--- config.mk ---
export PLATFORM = sky130hd
export DESIGN_NAME = button_conditioner
export DESIGN_NICKNAME = d
export VERILOG_FILES = /design/src/rtl/button_conditioner.sv
export SDC_FILE = /design/constraint.sdc
export NUM_CORES = 1
export LEC_CHECK = 0
export BUFFER_PORTS_ARGS = -buffer_cell sky130_fd_sc_hd__buf_2
export CAP_MARGIN = 20
export CORE_ASPECT_RATIO = 0.7
export CORE_MARGIN = 4
export CORE_UTILIZATION = 54
export DETAILED_ROUTE_END_ITERATION = 7
export GPL_TIMING_DRIVEN = 0
export PLACE_DENSITY = 0.75
export SYNTH_ARGS = -nofsm -noshare
export SYNTH_HDL_FRONTEND = slang
export SYNTH_SLANG_ARGS = --single-unit
--- constraint.sdc ---
create_clock -name i_clk -period 2.03 [get_ports i_clk]
set_clock_uncertainty 0.2 [all_clocks]
set_input_delay 0.3045 -clock i_clk [delete_from_list [all_inputs] [get_ports i_clk]]
set_output_delay 0.3045 -clock i_clk [all_outputs]
set_load 0.005 [all_outputs]
--- src/rtl/button_conditioner.sv ---
// button_conditioner: multi-channel button synchroniser, debouncer, press/release pulses, long-press and auto-repeat
//
// Ports:
//   i_clk        system clock, all logic on the rising edge
//   i_rst        synchronous active-high reset
//   i_btn        raw asynchronous button levels, 1 = pressed
//   i_repeat_en  per-channel auto-repeat enable, sampled only in repeat slots
//   o_level      debounced button level
//   o_press      1-cycle pulse on a debounced press and on each repeat
//   o_release    1-cycle pulse on a debounced release
//   o_long       high while the button has been held at least REPEAT_DELAY cycles
module button_conditioner #(
    parameter int N_CH          = 5,
    parameter int SYNC_STAGES   = 2,
    parameter int DEBOUNCE_CYC  = 16,
    parameter int REPEAT_DELAY  = 1000,
    parameter int REPEAT_PERIOD = 200
) (
    input  logic            i_clk,
    input  logic            i_rst,
    input  logic [N_CH-1:0] i_btn,
    input  logic [N_CH-1:0] i_repeat_en,
    output logic [N_CH-1:0] o_level,
    output logic [N_CH-1:0] o_press,
    output logic [N_CH-1:0] o_release,
    output logic [N_CH-1:0] o_long
);
    localparam int DW = $clog2(DEBOUNCE_CYC) + 1;
    localparam int HW = $clog2(REPEAT_DELAY + REPEAT_PERIOD) + 1;
    localparam logic [DW-1:0] D_MAX    = DW'(DEBOUNCE_CYC - 1);
    localparam logic [HW-1:0] H_TOP    = HW'(REPEAT_DELAY);
    // Modular reload: counting up REPEAT_PERIOD steps from here lands exactly on H_TOP.
    localparam logic [HW-1:0] H_RELOAD = HW'(REPEAT_DELAY - REPEAT_PERIOD);

    genvar c;
    generate
        for (c = 0; c < N_CH; c++) begin : g_ch
            logic [SYNC_STAGES-1:0] sync;
            logic [DW-1:0]          dcnt;
            logic [HW-1:0]          hcnt;
            logic                   lvl, press, rel, lng;
            logic                   s, lvl_nx, slot;
            always_comb begin
                s      = sync[SYNC_STAGES-1];
                lvl_nx = (s != lvl && dcnt == D_MAX) ? s : lvl;
                // A repeat slot only exists while the level stays high; a release wins.
                slot   = lvl & lvl_nx & (hcnt + HW'(1) == H_TOP);
            end
            always_ff @(posedge i_clk) begin
                if (i_rst) begin
                    sync  <= '0;
                    dcnt  <= '0;
                    hcnt  <= '0;
                    lvl   <= 1'b0;
                    press <= 1'b0;
                    rel   <= 1'b0;
                    lng   <= 1'b0;
                end else begin
                    sync  <= {sync[SYNC_STAGES-2:0], i_btn[c]};
                    dcnt  <= (s == lvl || dcnt == D_MAX) ? '0 : dcnt + DW'(1);
                    lvl   <= lvl_nx;
                    press <= (~lvl & lvl_nx) | (slot & i_repeat_en[c]);
                    rel   <= lvl & ~lvl_nx;
                    lng   <= lvl_nx & (lng | slot);
                    hcnt  <= (lvl & lvl_nx) ? (slot ? H_RELOAD : hcnt + HW'(1)) : '0;
                end
            end
            assign o_level[c]   = lvl;
            assign o_press[c]   = press;
            assign o_release[c] = rel;
            assign o_long[c]    = lng;
        end
    endgenerate
endmodule

[Word-level counts from Yosys, hierarchy flattened]
Cells that the tools add are included.
Cells by class
  $add $sub $neg: 10
  $mul: 0
  div/mod/pow operators: 0
  $lt $le $gt $ge: 0
  eq/ne operators: 20
  shifts and indexed selects: 0
  multiplexer cells: 10
  bitwise operators: 55
  reductions and logical operators: 25
Operator list (number)
  $add A12 B1 Y12 const B: 5
  $eq A12 B10 Y1 const B: 5
  $mux W10: 5
  $and A1 B1 Y1: 30
  $add A5 B1 Y5 const B: 5
  $eq A5 B4 Y1 const B: 5
  $reduce_or A2 Y1: 10
  $not A1 Y1: 15
  $reduce_or A3 Y1: 5
  $or A1 B1 Y1: 10
  $eq A1 B1 Y1: 5
  $logic_and A1 B1 Y1: 5
  $logic_or A1 B1 Y1: 5
  $mux W1: 5
  $ne A1 B1 Y1: 5
Storage, ports and cells
  register bits: 115
  latch bits: 0
  memory bits (writable): 0
  ROM bits: 0
  bits of input ports: 12
  word-level logic and storage cells: 160
  memories: 0

[Logic depth before layout (Yosys ltp)]
Gate-level depths: netlist of the first run.
  word-level depth: 7
  gate-level depth with buffers: 9
  mapped depth without buffers: 8

[Worst setup path after synthesis of the first run]
OpenSTA, ideal clock, no wires.
  kind: register to register
  from: reg g_ch[2].dcnt[0]
  to: reg g_ch[2].hcnt[1]
  setup time: 0.130 ns
  data arrival time: 1.888 ns
  required time: 1.700 ns
  path slack: -0.188 ns
  stages on the path, launching flop included: 10
  buffers on the path: 1
  clock period less this slack: 2.218 ns
  cell sequence: dfxtp_1 -> ha_1 -> and3_1 -> ha_1 -> nand2b_1 -> nand4_1 -> nor4b_1 -> and3_1 -> clkbuf_1 -> nor3b_1
On the way
  cells in the longest elaborated chain, start to end: 6
  elaborated cells on any way between the ends: 7
  those cells by class: 1 x eq/ne; 1 x mux; 3 x bitwise; 2 x reduce/logical
Ends and longest elaborated chain
  start, declared: RTL line 39  | logic [DW-1:0] dcnt;
  start signal, assigned: RTL line 60  | dcnt <= (s == lvl || dcnt == D_MAX) ? '0 : dcnt + DW'(1);
  $eq A5 B4 Y1 *: RTL line 45  | lvl_nx = (s != lvl && dcnt == D_MAX) ? s : lvl;
  $logic_and A1 B1 Y1 *: RTL line 45
  $mux W1 *: RTL line 45
  $and A1 B1 Y1 *: RTL line 47, 65
  $and A1 B1 Y1 or $not A1 Y1 (tied branches)
  $reduce_or A3 Y1 (no line) *
  end signal, assigned: RTL line 65  | hcnt <= (lvl & lvl_nx) ? (slot ? H_RELOAD : hcnt + HW'(1)) : '0;
  end, declared: RTL line 40  | logic [HW-1:0] hcnt;
Every way passes the cells marked *; elsewhere a longest branch is shown, timed or not.
A chain may end at the register's enable or synchronous reset.

[Final worst setup path of the first run]
  from: reg g_ch[3].hcnt[1]
  to: reg g_ch[3].press
On the way
  cells in the longest elaborated chain, start to end: 5
Ends and longest elaborated chain
  start, declared: RTL line 40
  start signal, assigned: RTL line 65
  $add A12 B1 Y12: RTL line 47  | slot = lvl & lvl_nx & (hcnt + HW'(1) == H_TOP);
  $eq A12 B10 Y1: RTL line 47
  $and A1 B1 Y1: RTL line 47
  $and A1 B1 Y1: RTL line 62  | press <= (~lvl & lvl_nx) | (slot & i_repeat_en[c]);
  $or A1 B1 Y1: RTL line 62
  end signal, assigned: RTL line 62
  end, declared: RTL line 41  | logic lvl, press, rel, lng;
No other way between the ends.

==> results.json, run 1 <==
{
  "status": "complete, but fails checks",
  "failing_checks": "setup timing",
  "design.die.area_um2": 11200,
  "critical_path.cell_chain": "ha_4, a21bo_4, o31ai_4, a41oi_2, nor4_4, buf_4, a31o_4",
  "hold_slack_ns": 0.128,
  "die_w_um": 125,
  "critical_path.endpoint_type": "flop",
  "final_common_cell": "sky130_fd_sc_hd__dfxtp_1",
  "period_needed_ns": 2.17,
  "number_of_vias_in_the_routed_layout": 4362,
  "peakVddDrop_mv": 0.622,
  "worst-slew-pin-transition_ns": 0.674,
  "detailed_place.area_um2": 5500,
  "switching_share_pct": 19.8,
  "power_after_layout_mw": 5.37,
  "worstSetupStartpointType": "flop",
  "yosysUniqueCellTypes": 56,
  "avgRoutedWirePerCell_um": 16.6,
  "grtUsageTotal_pct": 21.7,
  "ctsLongestPathBuffers": 2,
  "coreArea_um2": 9180,
  "root_buffer": "sky130_fd_sc_hd__clkbuf_16",
  "number_of_antenna_violations_at_the_first_check_in_global_routing": 0,
  "route.detailed.drc": 0,
  "final_cell_count_no_fill": 783,
  "ws_path_type": "reg2reg",
  "buffer_ports.inserted": 31,
  "p_leak_nw": 2.56,
  "row_count": 29,
  "critPathMaxStageDelay_ns": 0.36,
  "synth.avg_cell_area_um2": 9.28,
  "power_frac_clock_pct": 56.3,
  "numCtsBuffers": 17,
  "worst-endpoint-arrival_ns": 2.32,
  "cts_sinks": 115,
  "power.share.combinational_pct": 1.3,
  "setup_failing_eps_final": 31,
  "final_cell_mix": "sky130_fd_sc_hd__dfxtp_1, sky130_fd_sc_hd__nor2_1, sky130_fd_sc_hd__buf_4",
  "final-hold-violation-count": 0,
  "cts_tree": "done",
  "fillerInstances": 569,
  "dpl_worst_slack_ns": -0.307,
  "ys_warns": 0,
  "synth-seq-area-share_pct": 44.9,
  "detailedPlacementHpwl_um": 6940,
  "power.density_nw_per_um2": 750,
  "synth_ff_type": "sky130_fd_sc_hd__dfxtp_1",
  "fraction_of_layout_cells_with_a_size_suffix_above_1_pct": 37.3,
  "dieHeight_um": 89.6,
  "worst-path-buf-inv": 1,
  "count_of_nets_left_with_antenna_violations_after_detail_routing": 0,
  "final_net_count": 678,
  "worst_setup_hold_path_clk_slew_ns": 0.05,
  "syn_nets": 584,
  "cp_slowest_cell": "sky130_fd_sc_hd__nor4_4",
  "drt_wl_total_um": 13000,
  "ys_async_sr_fraction_pct": 0,
  "clk_latency_ns": 0.41,
  "post-route-period-util_pct": 107,
  "share_seq_of_total_power_pct": 42.3,
  "final_critical_path_setup_slack_ns": -0.136,
  "number_of_drc_markers_in_iteration_0": 317,
  "register_bit_total_from_synthesis": 115,
  "area.sequential_um2": 2350,
  "clock_tree.htree_level_count": 4,
  "grt_start_max_net_pins": 17,
  "cp.required_ns": 2.18,
  "critical_path.max_fanout": 6,
  "dp_cells": 708,
  "cap_violations": 0,
  "start_util_pct": 55.9,
  "cpLargestDelayFamily": "compound AO/OA/AOI/OAI gates",
  "max-slew-margin-rel_pct": 55.1,
  "dr.pass1.iters": 5,
  "internal_dissipation_mw": 4.31,
  "avgViaCountPerCell": 5.57,
  "maxClockFrequency_mhz": 462,
  "gr-total-overflow": 0,
  "switching_power_total_mw": 1.06,
  "rsz0062_at_grt": "true",
  "syn-cell-area_um2": 5130,
  "grt_pass1_vias": 4126,
  "multiInputGateArea_um2": 3200,
  "synth_enable_flop_cells": 0,
  "worstHoldPathType": "in2reg",
  "first_pass_grt_wire_length_um": 19400,
  "syn-instance-count": 553,
  "areaGrowthSynthToFinish_pct": 39.5,
  "antenna_cells_inserted": 0,
  "place_congestion": 0.858,
  "io-pin-count": 32,
  "final_instance_area_um2": 7160,
  "timing.final.max_slew_violations": 0
}
## cell usage after synthesis (11+ instances only)
cell type	n	area [um^2]
sky130_fd_sc_hd__inv_1	15	56.3
sky130_fd_sc_hd__ha_1	19	238
sky130_fd_sc_hd__nand3_1	31	155
sky130_fd_sc_hd__a21oi_1	11	55.1
sky130_fd_sc_hd__nand2_1	30	113
sky130_fd_sc_hd__or3_1	11	68.8
sky130_fd_sc_hd__xnor2_1	30	263
sky130_fd_sc_hd__nor3b_1	12	90.1
sky130_fd_sc_hd__nand4_1	14	87.6
sky130_fd_sc_hd__nand2b_1	11	68.8
sky130_fd_sc_hd__nor2b_1	13	81.3
sky130_fd_sc_hd__nor2_1	67	251
sky130_fd_sc_hd__xor2_1	29	254
sky130_fd_sc_hd__buf_4	20	150
sky130_fd_sc_hd__nor3_1	31	155
sky130_fd_sc_hd__dfxtp_1	115	2300
## logic make-up after synthesis
family | count (synthesis) | synth area share (%)
AOI/OAI and AO/OA | 49 | 7.61
xor gates and xnor gates | 59 | 10.1
adders and majority gates | 19 | 4.63
and+or+nand+nor | 257 | 26.8
DFF | 115 | 44.9
muxes | 2 | 0.390
buffers and inverters | 52 | 5.66
## tightest hold or removal path, stage by stage
cell	delay, ns
sky130_fd_sc_hd__buf_2	0.11
sky130_fd_sc_hd__inv_1	0.06
sky130_fd_sc_hd__nand2b_1	0.15
sky130_fd_sc_hd__nor3_2	0.07
## sequential cells by signal, indices dropped and copies added (netlist names)
name        count
g_ch.lvl        5
g_ch.press      5
g_ch.lng        5
g_ch.sync      10
g_ch.dcnt      25
g_ch.hcnt      60
g_ch.rel        5
## per-layer routing
layer	part of all wire [%]	track usage [%]	routed length, um	vias to the layer above
li1	-	-	-	2097
met1	42	26.3	5500	2099
met2	51	37.3	6590	129
met3	4.8	5.85	628	37
met4	2.2	8.76	292	0
met5	0	0	0	-
## cell type report
class,instances,share of cell area [%]
plain buffers,34,3.39
clock buffers,21,6.57
clock inverters,10,1.84
inverters,15,0.822
multi-input cells,386,44.8
flip-flops and latches,115,32.9
well taps,124,2.17
repair buffers,78,7.57
## power by group through the flow
stage | combinational [mW] | clock, mW | sequential, mW
after floorplan | 0.0265 | 0 | 2.32
after global placement | 0.0476 | 0 | 2.33
after detailed placement | 0.0484 | 0 | 2.33
after CTS | 0.0667 | 3.05 | 2.28
after global routing | 0.0777 | 3.16 | 2.27
final | 0.0706 | 3.02 | 2.27
## worst paths after layout
check,endpoint,slack [ns],startpoint,cells after the start
setup / recovery,g_ch[3].press$_SDFF_PP0_,-0.14,g_ch[3].hcnt[1]$_SDFF_PP0_,7
hold reg to reg,g_ch[2].sync[1]$_SDFF_PP0_,0.24,g_ch[2].sync[0]$_SDFF_PP0_,1
setup reg to reg,g_ch[3].press$_SDFF_PP0_,-0.14,g_ch[3].hcnt[1]$_SDFF_PP0_,7
hold / removal,g_ch[0].hcnt[2]$_SDFF_PP0_,0.13,i_rst,4
## timing repair
action | 4_1_cts | 5_1_grt
setup endpoints to repair | 57 | 50
hold endpoints to repair | 10 | 0
setup buffers | 25 | 10
resized for setup | 79 | 77
gates cloned | 1 | 1
hold buffers | 10 | 0
pin swaps | 26 | 33
## through the flow
step                utilization [%]  setup TNS [ns]
floorplan                         -               0
global placement               59.9           -6.15
detailed placement             59.9           -8.78
CTS                            73.5           -1.00
global route                   78.0           -3.79
finish                         78.0           -1.88
No activity file was read; power rests on OpenSTA's default activity.
==> run 2: changes to the inputs <==
--- a/config.mk
+++ b/config.mk
@@ -5,8 +5,7 @@
 export SDC_FILE = /design/constraint.sdc
 export NUM_CORES = 1
 export LEC_CHECK = 0
-export BUFFER_PORTS_ARGS = -buffer_cell sky130_fd_sc_hd__buf_2
-export CAP_MARGIN = 20
+export BUFFER_PORTS_ARGS = -buffer_cell sky130_fd_sc_hd__buf_4
 export CORE_ASPECT_RATIO = 0.7
 export CORE_MARGIN = 4
 export CORE_UTILIZATION = 54
==> results.json, run 2 (same netlist as run 1, synthesis figures left out) <==
{
  "status": "complete, but fails checks",
  "failing_checks": "setup timing",
  "power_after_layout_mw": 5.18,
  "worst_setup_hold_path_clk_slew_ns": 0.05,
  "avgViaCountPerCell": 5.48,
  "buffer_ports.inserted": 31,
  "worst-endpoint-arrival_ns": 2.33,
  "hold_crit_start": "i_rst",
  "coreArea_um2": 9180,
  "gr-total-overflow": 0,
  "worstSetupStartpointType": "flop",
  "numCtsBuffers": 17,
  "dieHeight_um": 89.6,
  "power.density_nw_per_um2": 720,
  "dpl_worst_slack_ns": -0.275,
  "critical_path.endpoint_type": "flop",
  "first_pass_grt_wire_length_um": 18400,
  "worstHoldPathType": "in2reg",
  "dr.pass1.iters": 5,
  "post-route-period-util_pct": 107,
  "maxClockFrequency_mhz": 460,
  "fraction_of_layout_cells_with_a_size_suffix_above_1_pct": 37.7,
  "rsz0062_at_grt": "true",
  "root_buffer": "sky130_fd_sc_hd__clkbuf_16",
  "clock_tree.htree_level_count": 4,
  "number_of_drc_markers_in_iteration_0": 250,
  "route.detailed.drc": 0,
  "setup_failing_eps_final": 22,
  "area.sequential_um2": 2380,
  "row_count": 29,
  "ctsLongestPathBuffers": 2,
  "cts_sinks": 115,
  "detailedPlacementHpwl_um": 6740,
  "number_of_flip_flops_under_the_largest_register_name": 60,
  "reg.largest.list": "g_ch.hcnt x60, g_ch.dcnt x25, g_ch.sync x10",
  "number_of_vias_in_the_routed_layout": 4255,
  "cap_violations": 0,
  "avgRoutedWirePerCell_um": 16.1,
  "die_w_um": 125,
  "start_util_pct": 55.9,
  "count_of_nets_left_with_antenna_violations_after_detail_routing": 0,
  "place_congestion": 0.817,
  "p_leak_nw": 2.59,
  "multiInputGateArea_um2": 3220,
  "fillerInstances": 523,
  "registers.top_by_ff_count": "g_ch.hcnt",
  "final_cell_mix": "sky130_fd_sc_hd__buf_4, sky130_fd_sc_hd__dfxtp_1, sky130_fd_sc_hd__nor2_1",
  "number_of_antenna_violations_at_the_first_check_in_global_routing": 0,
  "grt_start_max_net_pins": 17,
  "hold_slack_ns": 0.0310,
  "areaGrowthSynthToFinish_pct": 40.2,
  "cts_tree": "done",
  "crit-reg2reg-launch": "g_ch[3].dcnt[0]$_SDFF_PP0_",
  "clk_latency_ns": 0.41,
  "max-slew-margin-rel_pct": 54.3,
  "grt_pass1_vias": 3998,
  "worst-slew-pin-transition_ns": 0.686,
  "antenna_cells_inserted": 0,
  "drt_wl_total_um": 12500,
  "ws_path_type": "reg2reg",
  "final-hold-violation-count": 0,
  "critPathLaunch": "g_ch[3].dcnt[0]$_SDFF_PP0_",
  "period_needed_ns": 2.18,
  "final_critical_path_setup_slack_ns": -0.145,
  "io-pin-count": 32,
  "design.die.area_um2": 11200,
  "final_net_count": 674,
  "cp.required_ns": 2.18,
  "critical_path.max_fanout": 3,
  "grtUsageTotal_pct": 20.5,
  "timing.final.max_slew_violations": 0,
  "peakVddDrop_mv": 0.638
}
## run 2: final timing paths
path	slack [ns]	to	depth (start not counted)
min	0.03	g_ch[0].hcnt[3]$_SDFF_PP0_	4
max reg2reg	-0.15	g_ch[3].press$_SDFF_PP0_	9
max	-0.15	g_ch[3].press$_SDFF_PP0_	9
min reg2reg	0.25	g_ch[2].dcnt[0]$_SDFF_PP0_	1
## run 2: critical path: stages (launching register included)
cell	delay [ns]
sky130_fd_sc_hd__dfxtp_4	0.35
sky130_fd_sc_hd__ha_4	0.16
sky130_fd_sc_hd__and3_4	0.18
sky130_fd_sc_hd__ha_4	0.16
sky130_fd_sc_hd__nand2b_4	0.07
sky130_fd_sc_hd__and4b_1	0.21
sky130_fd_sc_hd__nand3_2	0.10
sky130_fd_sc_hd__nor4_4	0.36
sky130_fd_sc_hd__buf_4	0.19
sky130_fd_sc_hd__a31o_4	0.13
## run 2: report_power, final
group	switching, mW	total [mW]	leakage [nW]	internal (mW)
clock	0.969	2.84	0.279	1.87
sequential	0.0109	2.27	0.950	2.26
combinational	0.0330	0.0732	1.36	0.0403
## run 2: cell type report
| cell class | instances | area share [%] |
|---|---|---|
| Clock buffer | 23 | 6.64 |
| Timing Repair Buffer | 73 | 8.09 |
| Tap cell | 124 | 2.16 |
| Multi-Input combinational cell | 386 | 44.8 |
| Clock inverter | 6 | 1.11 |
| Sequential cell | 115 | 33.0 |
| Buffer | 35 | 3.34 |
| Inverter | 15 | 0.783 |
## run 2: stage by stage
stage          util [%]  instance area [um^2]  TNS (ns)  instances
6_report           78.4                  7190     -1.33        777
5_1_grt            78.4                  7190     -3.46        777
4_1_cts            72.8                  6680     -1.02        764
3_5_place_dp       60.8                  5580     -8.32        708
3_3_place_gp       60.8                  5580     -6.63        708
2_1_floorplan         -                  5190         0        553
## run 2: timing repair
item,in CTS,in global routing
pin swaps,22,28
gates cloned,1,0
setup endpoints to repair,52,67
gates resized for setup,70,95
hold endpoints to repair,9,0
setup buffers,18,14
hold buffers,9,0
## run 2: metal layers
layer  global-route usage, %  part of all wire (%)
met1                    24.8                    43
met4                    9.05                   1.3
met3                    4.96                   3.5
met5                       0                     0
met2                    35.4                    52
==> run 3: changes to the inputs <==
--- a/config.mk
+++ b/config.mk
@@ -12,6 +12,8 @@
 export DETAILED_ROUTE_END_ITERATION = 7
 export GPL_TIMING_DRIVEN = 0
 export PLACE_DENSITY = 0.75
+export RECOVER_POWER = 50
+export SKIP_LAST_GASP = 1
 export SYNTH_ARGS = -nofsm -noshare
 export SYNTH_HDL_FRONTEND = slang
 export SYNTH_SLANG_ARGS = --single-unit
==> results.json, run 3 (same netlist as run 1, synthesis figures left out) <==
{
  "root_buffer": "sky130_fd_sc_hd__clkbuf_16",
  "antenna_cells_inserted": 0,
  "grt_start_max_net_pins": 17,
  "rsz0062_at_grt": "true",
  "dieHeight_um": 89.6,
  "critical_path.endpoint_type": "flop",
  "clk_latency_ns": 0.41,
  "final_critical_path_setup_slack_ns": -0.0515,
  "power.density_nw_per_um2": 724,
  "status": "complete, but fails checks",
  "route.detailed.drc": 0,
  "dr.pass1.iters": 6,
  "worstHoldPathType": "in2reg",
  "failing_checks": "setup timing",
  "clock_tree.htree_level_count": 4,
  "cap_violations": 0,
  "post-route-period-util_pct": 103,
  "areaGrowthSynthToFinish_pct": 39.4,
  "final-hold-violation-count": 0,
  "numCtsBuffers": 17,
  "fin_tns_setup_ns": -0.320,
  "design.die.area_um2": 11200,
  "number_of_flip_flops_under_the_largest_register_name": 60,
  "avgViaCountPerCell": 5.54,
  "registers.top_by_ff_count": "g_ch.hcnt",
  "number_of_vias_in_the_routed_layout": 4287,
  "place_congestion": 0.817,
  "start_util_pct": 55.9,
  "dpl_worst_slack_ns": -0.275,
  "maxClockFrequency_mhz": 480,
  "io-pin-count": 32,
  "final_cell_mix": "sky130_fd_sc_hd__dfxtp_1, sky130_fd_sc_hd__buf_4, sky130_fd_sc_hd__nor2_1",
  "buffer_ports.inserted": 31,
  "critical_path.max_fanout": 3,
  "reg.largest.list": "g_ch.hcnt x60, g_ch.dcnt x25, g_ch.sync x10",
  "grt_pass1_vias": 3993,
  "p_leak_nw": 2.57,
  "grtUsageTotal_pct": 20.5,
  "gr-total-overflow": 0,
  "row_count": 29,
  "worst-endpoint-arrival_ns": 2.23,
  "final_common_cell": "sky130_fd_sc_hd__dfxtp_1",
  "worstSetupStartpointType": "flop",
  "ws_path_type": "reg2reg",
  "number_of_antenna_violations_at_the_first_check_in_global_routing": 0,
  "period_needed_ns": 2.08,
  "avgRoutedWirePerCell_um": 16.2,
  "worst_setup_hold_path_clk_slew_ns": 0.05,
  "setup_failing_eps_final": 22,
  "count_of_nets_left_with_antenna_violations_after_detail_routing": 0,
  "cp.required_ns": 2.18,
  "die_w_um": 125,
  "cts_tree": "done",
  "first_pass_grt_wire_length_um": 18400,
  "drt_wl_total_um": 12600,
  "ctsLongestPathBuffers": 2,
  "number_of_drc_markers_in_iteration_0": 256,
  "fraction_of_layout_cells_with_a_size_suffix_above_1_pct": 37.4,
  "power_after_layout_mw": 5.18,
  "worst-slew-pin-transition_ns": 0.673,
  "coreArea_um2": 9180,
  "max-slew-margin-rel_pct": 55.1,
  "final_net_count": 671,
  "detailedPlacementHpwl_um": 6740,
  "timing.final.max_slew_violations": 0,
  "cts_sinks": 115,
  "peakVddDrop_mv": 0.635
}
[run 3: cell count changes in the layout (fill, tap and decap cells not counted), moves of 2 or more]
cell	delta
sky130_fd_sc_hd__nor3_4	-2
sky130_fd_sc_hd__clkbuf_4	+3
sky130_fd_sc_hd__nand3_2	-2
sky130_fd_sc_hd__nor3_2	+3
sky130_fd_sc_hd__buf_4	-5
[run 3: layout make-up]
cell class / count / area (um^2)
clock inverters: 6 / 80.1
flip-flops and latches: 115 / 2370
clock buffers: 23 / 478
multi-input cells: 386 / 3210
inverters: 15 / 56.3
well taps: 124 / 155
repair buffers: 71 / 567
plain buffers: 34 / 230
fillers: 540 / 2030
[run 3: per-stage QoR]
stage               std cells  area (um^2)  util, %  hold WS, ns
finish                    774         7150     77.9       0.0345
global route              774         7150     77.9       0.0330
CTS                       764         6670     72.6       0.0262
detailed placement        708         5580     60.8        0.228
global placement          708         5580     60.8        0.221
floorplan                 553         5190        -        0.214
[run 3: repair_timing]
item                                   4_1_cts  5_1_grt
buffers inserted                            18       12
pin swaps                                   22       25
resized for setup                           68       96
setup endpoints to repair                   52       67
endpoints found under the hold margin        9        0
gates cloned                                 1        0
hold buffers                                 9        0
[run 3: final timing paths]
kind	start	cells after the start	to	slack (ns)
min reg2reg	g_ch[2].sync[0]$_SDFF_PP0_	1	g_ch[2].sync[1]$_SDFF_PP0_	0.23
min	i_repeat_en[2]	3	g_ch[2].press$_SDFF_PP0_	0.03
max	g_ch[3].dcnt[0]$_SDFF_PP0_	9	g_ch[3].press$_SDFF_PP0_	-0.05
max reg2reg	g_ch[3].dcnt[0]$_SDFF_PP0_	9	g_ch[3].press$_SDFF_PP0_	-0.05
[run 3: report_power, final]
group | switching, mW | internal (mW)
registers | 0.0104 | 2.26
clock network | 0.965 | 1.87
logic | 0.0322 | 0.0397
total | 1.01 | 4.17
[run 3: per-layer routing]
layer | GRT usage (%) | vias to the layer above | share of wire, %
met5 | 0 | - | 0
met4 | 9.65 | 0 | 1.8
met3 | 5.07 | 25 | 3.7
met2 | 35.4 | 95 | 52
met1 | 24.7 | 2083 | 43
li1 | - | 2084 | -
[run 3: critical path, cell delays in order, from the launching register on]
cell and delay, ns:
sky130_fd_sc_hd__dfxtp_4 0.35, sky130_fd_sc_hd__ha_4 0.16, sky130_fd_sc_hd__and3_4 0.18, sky130_fd_sc_hd__ha_4 0.17
sky130_fd_sc_hd__nand2b_4 0.07, sky130_fd_sc_hd__and4b_1 0.24, sky130_fd_sc_hd__nand3_2 0.11, sky130_fd_sc_hd__nor4_4 0.23
sky130_fd_sc_hd__buf_4 0.20, sky130_fd_sc_hd__a31o_4 0.13
